## config.mk

```make
export PLATFORM = sky130hd
export DESIGN_NAME = pipe_hazard_ctrl
export DESIGN_NICKNAME = d
export VERILOG_FILES = /design/src/rtl/pipe_pkg.sv /design/src/rtl/pipe_hazard_ctrl_fwd_select.sv /design/src/rtl/pipe_hazard_ctrl.sv
export SDC_FILE = /design/constraint.sdc
export NUM_CORES = 1
export LEC_CHECK = 0
export BUFFER_PORTS_ARGS = -buffer_cell sky130_fd_sc_hd__buf_2
export CAP_MARGIN = 0
export CORE_UTILIZATION = 48
export CTS_CLUSTER_DIAMETER = 200
export DETAILED_ROUTE_END_ITERATION = 7
export PLACE_DENSITY = 0.83
export SLEW_MARGIN = 20
export SYNTH_ARGS = -nofsm -noshare
export SYNTH_HDL_FRONTEND = slang
export SYNTH_HIERARCHICAL = 1
export SYNTH_SLANG_ARGS = --single-unit
```

## constraint.sdc

```tcl
create_clock -name clk -period 4.3 [get_ports clk]
set_clock_uncertainty 0.15 [all_clocks]
set_input_delay 0.86 -clock clk [delete_from_list [all_inputs] [get_ports clk]]
set_output_delay 0.86 -clock clk [all_outputs]
set_load 0.02 [all_outputs]
```

## src/rtl/pipe_pkg.sv

```systemverilog
// Shared definitions for the accumulator pipeline: opcodes, hazard-control
// FSM states and forwarding-mux select encodings.
package pipe_pkg;

  localparam int REG_AW_DEF = 5;

  localparam logic [2:0] OP_NOP = 3'b000;
  localparam logic [2:0] OP_LDO = 3'b001;
  localparam logic [2:0] OP_LDA = 3'b010;
  localparam logic [2:0] OP_STO = 3'b011;
  localparam logic [2:0] OP_PRE = 3'b100;
  localparam logic [2:0] OP_ADD = 3'b101;
  localparam logic [2:0] OP_LDM = 3'b110;
  localparam logic [2:0] OP_HLT = 3'b111;

  typedef enum logic [1:0] {
    ST_RUN    = 2'b00,
    ST_DRAIN  = 2'b01,
    ST_HALTED = 2'b10
  } hz_state_e;

  localparam logic [1:0] FWD_RF  = 2'b00;
  localparam logic [1:0] FWD_EX  = 2'b01;
  localparam logic [1:0] FWD_MEM = 2'b10;
  localparam logic [1:0] FWD_WB  = 2'b11;

  // Instructions that read the register named by id_src.
  function automatic logic uses_operand(input logic [2:0] op);
    return (op == OP_STO) || (op == OP_PRE) || (op == OP_ADD) || (op == OP_LDM);
  endfunction

endpackage

```

## src/rtl/pipe_hazard_ctrl_fwd_select.sv

```systemverilog
// Priority comparator for the EX operand source (EX > MEM > WB) plus the
// load-use hazard flag. Purely combinational.
module fwd_select
  import pipe_pkg::*;
#(
  parameter int REG_AW = REG_AW_DEF
) (
  input  logic              id_valid,
  input  logic [2:0]        id_opcode,
  input  logic [REG_AW-1:0] id_src,
  input  logic [2:0]        ex_opcode,
  input  logic [REG_AW-1:0] ex_dest,
  input  logic              ex_reg_write,
  input  logic [REG_AW-1:0] mem_dest,
  input  logic              mem_reg_write,
  input  logic [REG_AW-1:0] wb_dest,
  input  logic              wb_reg_write,
  output logic [1:0]        fwd_sel,
  output logic              hazard
);

  logic uses_op;
  logic ex_match;

  assign uses_op  = id_valid && uses_operand(id_opcode);
  assign ex_match = ex_reg_write && (ex_dest == id_src);
  // A load's data is not ready until MEM, so an EX match on LDA stalls instead.
  assign hazard   = uses_op && ex_match && (ex_opcode == OP_LDA);

  always_comb begin
    fwd_sel = FWD_RF;
    if (uses_op && !hazard) begin
      if (ex_match)                                fwd_sel = FWD_EX;
      else if (mem_reg_write && mem_dest == id_src) fwd_sel = FWD_MEM;
      else if (wb_reg_write && wb_dest == id_src)   fwd_sel = FWD_WB;
    end
  end

endmodule

```

## src/rtl/pipe_hazard_ctrl.sv

```systemverilog
// Central pipeline sequencer: load-use stalls, EX operand forwarding select and
// the halt / drain / resume FSM.
module pipe_hazard_ctrl
  import pipe_pkg::*;
#(
  parameter int REG_AW       = REG_AW_DEF,
  parameter int DRAIN_CYCLES = 3
) (
  input  logic              clk,
  input  logic              rst,
  input  logic              id_valid,
  input  logic [2:0]        id_opcode,
  input  logic [REG_AW-1:0] id_src,
  input  logic [2:0]        ex_opcode,
  input  logic [REG_AW-1:0] ex_dest,
  input  logic              ex_reg_write,
  input  logic [REG_AW-1:0] mem_dest,
  input  logic              mem_reg_write,
  input  logic [REG_AW-1:0] wb_dest,
  input  logic              wb_reg_write,
  input  logic              resume,
  output logic              pc_en,
  output logic              if_id_en,
  output logic              id_ex_flush,
  output logic [1:0]        fwd_sel,
  output logic [1:0]        state,
  output logic              halted,
  output logic [7:0]        stall_count
);

  localparam logic [3:0] DRAIN_LOAD = 4'(DRAIN_CYCLES - 1);

  hz_state_e  state_q, state_d;
  logic [3:0] drain_q, drain_d;
  logic [7:0] stall_q, stall_d;
  logic [1:0] fwd_raw;
  logic       hazard;
  logic       run_stall;

  fwd_select #(.REG_AW(REG_AW)) u_fwd_select (
    .id_valid      (id_valid),
    .id_opcode     (id_opcode),
    .id_src        (id_src),
    .ex_opcode     (ex_opcode),
    .ex_dest       (ex_dest),
    .ex_reg_write  (ex_reg_write),
    .mem_dest      (mem_dest),
    .mem_reg_write (mem_reg_write),
    .wb_dest       (wb_dest),
    .wb_reg_write  (wb_reg_write),
    .fwd_sel       (fwd_raw),
    .hazard        (hazard)
  );

  // Hazards only matter while instructions are flowing.
  assign run_stall = (state_q == ST_RUN) && hazard;

  always_ff @(posedge clk or negedge rst) begin
    if (!rst) begin
      state_q <= ST_RUN;
      drain_q <= 4'd0;
      stall_q <= 8'd0;
    end else begin
      state_q <= state_d;
      drain_q <= drain_d;
      stall_q <= stall_d;
    end
  end

  always_comb begin
    state_d = state_q;
    drain_d = drain_q;
    stall_d = stall_q;
    if (run_stall && stall_q != 8'hFF) stall_d = stall_q + 8'd1;
    case (state_q)
      ST_RUN: begin
        if (id_valid && id_opcode == OP_HLT && !hazard) begin
          state_d = ST_DRAIN;
          drain_d = DRAIN_LOAD;
        end
      end
      ST_DRAIN: begin
        if (drain_q == 4'd0) state_d = ST_HALTED;
        else                 drain_d = drain_q - 4'd1;
      end
      ST_HALTED: begin
        if (resume) state_d = ST_RUN;
      end
      default: state_d = ST_RUN;
    endcase
  end

  // Safe default is "frozen with bubble"; only an active, unstalled RUN opens the pipe.
  always_comb begin
    pc_en       = 1'b0;
    if_id_en    = 1'b0;
    id_ex_flush = 1'b1;
    fwd_sel     = FWD_RF;
    if (rst && state_q == ST_RUN && !hazard) begin
      pc_en       = 1'b1;
      if_id_en    = 1'b1;
      id_ex_flush = 1'b0;
      fwd_sel     = fwd_raw;
    end
  end

  assign state       = state_q;
  assign halted      = (state_q == ST_HALTED);
  assign stall_count = stall_q;

endmodule

```

# Word-level counts from Yosys, hierarchy flattened
# Cells that the tools add are included.
[totals]
register_bits = 14
input_bits = 33
output_inout_bits = 16
[op_classes]
add_sub_neg = 2
eq_ne = 16
muxes = 14
n_reduce_logical = 22
[ops]
columns = ["operator", "n"]
rows = [
  ["$mux 2", 8],
  ["$eq 5x5->1", 3],
  ["$logic_and 1x1->1", 13],
  ["$eq 3x3->1 const B", 4],
  ["$add 8x1->8 const B", 1],
  ["$mux 4", 2],
  ["$ne 8x8->1 const B", 1],
  ["$pmux 4 s2", 1],
  ["$eq 3x2->1 const B", 2],
  ["$ne 2x2->1 const B", 3],
  ["$pmux 2 s3", 1],
  ["$reduce_and 3->1", 2],
  ["$logic_not 4->1", 1],
  ["$sub 4x1->4 const B", 1],
  ["$logic_or 1x1->1", 3],
  ["$eq 2x1->1 const B", 1],
  ["$eq 2x2->1 const B", 1],
  ["$logic_not 2->1", 1],
  ["$mux 1", 2],
  ["$ne 2x1->1 const B", 1],
  ["$reduce_bool 2->1", 1],
  ["$logic_not 1->1", 1],
]

# Logic depth before layout (Yosys ltp)
[depth]
word_depth = 11
ltp_mapped = 8
depth_no_buf = 8

# Modules after synthesis
# Netlist, hierarchy kept.
[by_module_without_submodules]
columns = ["mod", "n_inst", "cells_each", "area_per_inst_um2", "seq_area_each_um2"]
rows = [
  ["pipe_hazard_ctrl", 1, 70, 728.2, 350.3],
  ["fwd_select", 1, 33, 266.5, 0.0],
]

# Least setup slack after synthesis
# OpenSTA, ideal clock, no wires.
[synth_timing]
path_type = "in2out"
start = "in id_src[2]"
end = "out pc_en"
t_arrival_ps = 2344
t_required_ps = 3290
setup_slack_ps = 946
stages = 8
cell_sequence = "xor2_1 > nor4_2 > and3_4 > and4_1 > nor3_1 > nand2_1 > inv_1 > buf_4"
[synth_via]
elab_chain_len = 7
[synth_lines]
columns = ["item", "line_no", "rtl"]
rows = [
  ["from (decl)", "pipe_hazard_ctrl.sv:13", "input logic [REG_AW-1:0] id_src,"],
  ["$eq 5x5->1", "pipe_hazard_ctrl_fwd_select.sv:26", "assign ex_match = ex_reg_write && (ex_dest == id_src);"],
  ["$logic_and 1x1->1", "pipe_hazard_ctrl_fwd_select.sv:26", ""],
  ["$logic_and 1x1->1 (2 in a row)", "pipe_hazard_ctrl_fwd_select.sv:28", "assign hazard = uses_op && ex_match && (ex_opcode == OP_LDA);"],
  ["net hazard", "pipe_hazard_ctrl.sv:37", "logic hazard;"],
  ["$logic_not 1->1", "pipe_hazard_ctrl.sv:99", "if (rst && state_q == ST_RUN && !hazard) begin"],
  ["$logic_and 1x1->1", "pipe_hazard_ctrl.sv:99", ""],
  ["$mux 1", "n/a", ""],
  ["to (decl)", "pipe_hazard_ctrl.sv:22", "output logic pc_en,"],
]
# The timed path passes the listed nets, and every way through them passes these cells.

# Worst setup path in the final report
[layout_timing]
start = "in id_src[2]"
end = "out fwd_sel[1]"
[layout_via]
elab_chain_len = 8
word_cells_on_any_way = 16
cone_classes = "eq/ne (3); mux (5); reduce/logical (8)"
[layout_lines]
columns = ["item", "line_no", "rtl"]
rows = [
  ["$eq 5x5->1 *", "pipe_hazard_ctrl_fwd_select.sv:26", ""],
  ["$logic_and 1x1->1 *", "pipe_hazard_ctrl_fwd_select.sv:26", ""],
  ["$logic_and 1x1->1 * (2 in a row)", "pipe_hazard_ctrl_fwd_select.sv:28", ""],
  ["net hazard", "pipe_hazard_ctrl.sv:37", ""],
  ["$logic_not 1->1 *", "pipe_hazard_ctrl_fwd_select.sv:32, pipe_hazard_ctrl.sv:99", ""],
  ["$logic_and 1x1->1", "pipe_hazard_ctrl_fwd_select.sv:32", "if (uses_op && !hazard) begin"],
  ["$mux 2", "pipe_hazard_ctrl_fwd_select.sv:32", ""],
  ["$mux 2 *", "pipe_hazard_ctrl.sv:99", ""],
  ["to (decl)", "pipe_hazard_ctrl.sv:25", "output logic [1:0] fwd_sel,"],
]
# Mark *: on every way through the listed nets, which the timed path passes. The rest lies on a longest branch.

==> impl_metrics.toml <==
[worst_setup_path]
cp.required_ns = 3.29
worst_setup_path_start_kind = "input pin"
timing.reg2reg.setup_slack_ns = 2.48
timing.rr.end = "drain_q[1]$_DFFE_PN0P_"
critical_path.slowest_cell = "nor4_2"
worst_setup_path_end_kind = "output pin"
crit_chain = "buf_2 -> xor2_1 -> nor4_2 -> and3_4 -> and4_1 -> nor3_1 -> and3_1 -> buf_2"
cp_common_cell = "buf_2"
timing.critical_path.to = "fwd_sel[1]"
critical_path.n_buffers_inverters = 2
timing.critical_path.arrival_ns = 2.36
timing.setup.critical_path_class = "input pin to output pin"
r2r_cells = 6
path_max_fanout = 4
worst_path_largest_cell_delay_ns = 0.32
cpLargestDelayFamily = "simple AND/OR/NAND/NOR gates"
regToRegStartpoint = "drain_q[0]$_DFFE_PN0P_"
start_point_of_the_critical_path = "id_src[2]"
cp_num_cells = 8

[yosys]
ys_async_sr_fraction_pct = 100
synth-seq-area-share_pct = 35.2
post_synth.cell_area_avg_um2 = 9.66
synth_edf_count = 0
netlist_area_um2 = 995
synthDistinctLibCells = 35
ys.flop_type = "dfrtp_1"
synth-warning-count = 6
synth_nets = 138
syn-instance-count = 103
post_synthesis_register_bit_count = 14

[sta]
report.final.hold_viol_count = 0
tns_ns = 0
fmaxAchievable_mhz = 297
final_min_period_over_clock_period_pct = 78.4
measured_slew_at_the_worst_slew_check_pin_ns = 0.437
rsz0062_at_grt = "false"
relSlewSlack_pct = 70.6
period_minus_slack_ns = 3.37
final_max_slew_viol_count = 0
timing.final.setup_violations = 0

[drt]
detail_route.iter0.violations = 13
totalWireLength_um = 2140
wl_per_cell_um = 11.8
final_antenna_net_count = 0
via_per_inst = 5.25
drt_pre_antenna_iters = 4
detailroute.via_count = 951
post-route-drc-count = 0

[die]
dieWidth_um = 47.5
floorplan_die_area_um2 = 2260
placeableCoreArea_um2 = 1960
die_height_um = 47.5
rows = 16
initial_core_utilization_pct = 50.7
ios = 49

[clock_network]
setup_fix_bufs_post_cts = 0
ctsRootBufferMaster = "clkbuf_4"
max-clock-path-buffers = 2
hold_buffers = 0
clock_buffers_created_by_tritoncts = 3
cts.repair.resized = 0
maximum_level_of_the_cts_h_tree = 1
tritoncts = "done"
clkLatencyLatePin_ns = 0.27
clock_slew_at_the_register_clock_pins_of_the_worst_setup_and_hold_paths_ns = 0.09
clkSinkCount = 14

[cells_and_area]
nFillCells = 184
drive_above_1_share_pct = 40.3
area_growth_syn_to_layout_pct = 30.4
final_cells = 181
antennaDiodeCount = 0
design.final.nets = 190
design_area_um2 = 1300

[place]
dp_hpwl_um = 1780
dpl-instance-area_um2 = 1260
buffers_on_ports = 48
gp_routability_congestion = 0.747
dp_cells = 177

[flow_run]
drv.max_cap_violation_count = 0

[grt]
grt.overflow.total = 0
antenna_found_initial = 0
grt_pass1_vias = 873
grt_first_pass_wirelength_um = 3340
track_usage_pct = 21.2
grt_max_degree = 18

[outcome]
outcome = "finished clean"

[power]
vdd.ir_drop.worst_v = 0.000222
power.total_uw = 426
power_density_nw_per_um2 = 329
leakage_power_total_uw = 0.000675

[hold_path]
timing.hold.worst.class = "input pin to async pin"
stage by stage:
| stage | util [%] | hold slack, ns | setup slack, ns |
|---|---|---|---|
| global route | 66.1 | 0.333 | 0.829 |
| global placement | 64.3 | 0.342 | 0.971 |
| floorplan | - | 0.316 | 0.946 |
| finish | 66.1 | 0.322 | 0.931 |
| detailed placement | 64.3 | 0.370 | 0.934 |
| CTS | 66.1 | 0.337 | 0.929 |
area by class of cell:
cell class / instances / area [um2] / share of cell area [%]
clock buffers: 4 / 36.3 / 2.80
flip-flops and latches: 14 / 350 / 27.0
repair buffers: 48 / 240 / 18.5
multi-input cells: 82 / 614 / 47.3
well taps: 27 / 33.8 / 2.60
inverters: 6 / 22.5 / 1.74
synth_stat cells (all sizes together) (2+ instances only):
cell type  count  area share (%)
nor3           2             1.0
dfrtp         14              35
a21oi          2             1.0
xnor2          6             5.3
and3           5             3.6
nand3          6             3.0
and4           2             1.8
inv            6             2.3
ha             2             2.5
nor3b          2             2.6
nand2         13             5.4
xor2          12              11
mux2           5             5.7
nor4           4             3.1
nand4          3             1.9
o21ai          4             2.4
a211oi         2             1.5
nor2           2            0.75
cells by family (layout without fill, tap and decap cells):
family / after synthesis / count (layout) / share of synthesized area, %
XOR/XNOR: 18 / 18 / 15.8
AO/OA/AOI/OAI: 12 / 12 / 9.31
AND/OR/NAND/NOR: 44 / 44 / 27.4
buffers and inverters: 7 / 58 / 3.02
flip-flops: 14 / 14 / 35.2
adder cells (fa/ha/maj): 2 / 2 / 2.52
multiplexers: 6 / 6 / 6.67
registers in the layout, summed over array words and instances (netlist names):
signal,cells
stall_count,8
drain_q,4
state,2
metal layers:
| metal | global-route usage, % | wire length [um] |
|---|---|---|
| met4 | 8.57 | 19 |
| met5 | 0 | 0 |
| met3 | 3.40 | 97 |
| met1 | 23.4 | 928 |
| met2 | 39.7 | 1090 |
power by group:
part / internal [uW] / switching, uW / leakage (uW)
Combinational: 61.2 / 87.9 / 0.000468
Clock: 51.4 / 42.8 / 0.0000210
Sequential: 155 / 28.4 / 0.000186
Total: 267 / 159 / 0.000675
worst min path at each step:
stage	startpoint	end	slack (ns)
after floorplan	drain_q[3]$_DFFE_PN0P_	drain_q[3]$_DFFE_PN0P_	0.32
after global placement	drain_q[3]$_DFFE_PN0P_	drain_q[3]$_DFFE_PN0P_	0.34
after detailed placement	stall_count[0]$_DFFE_PN0P_	stall_count[0]$_DFFE_PN0P_	0.37
after CTS	rst	stall_count[3]$_DFFE_PN0P_	0.34
after global routing	rst	drain_q[2]$_DFFE_PN0P_	0.33
final	rst	drain_q[2]$_DFFE_PN0P_	0.32
layout by cell type (no fill, tap or decap), types with 3 or more instances in the layout:
master / instances
nor4_1: 3
inv_1: 6
nand4_1: 3
and3_1: 4
mux2_1: 4
xor2_1: 12
o21ai_0: 3
nand2_1: 11
buf_2: 48
clkbuf_4: 3
dfrtp_1: 14
nand3_1: 6
xnor2_1: 6
Power figures use the tool's default switching activity.
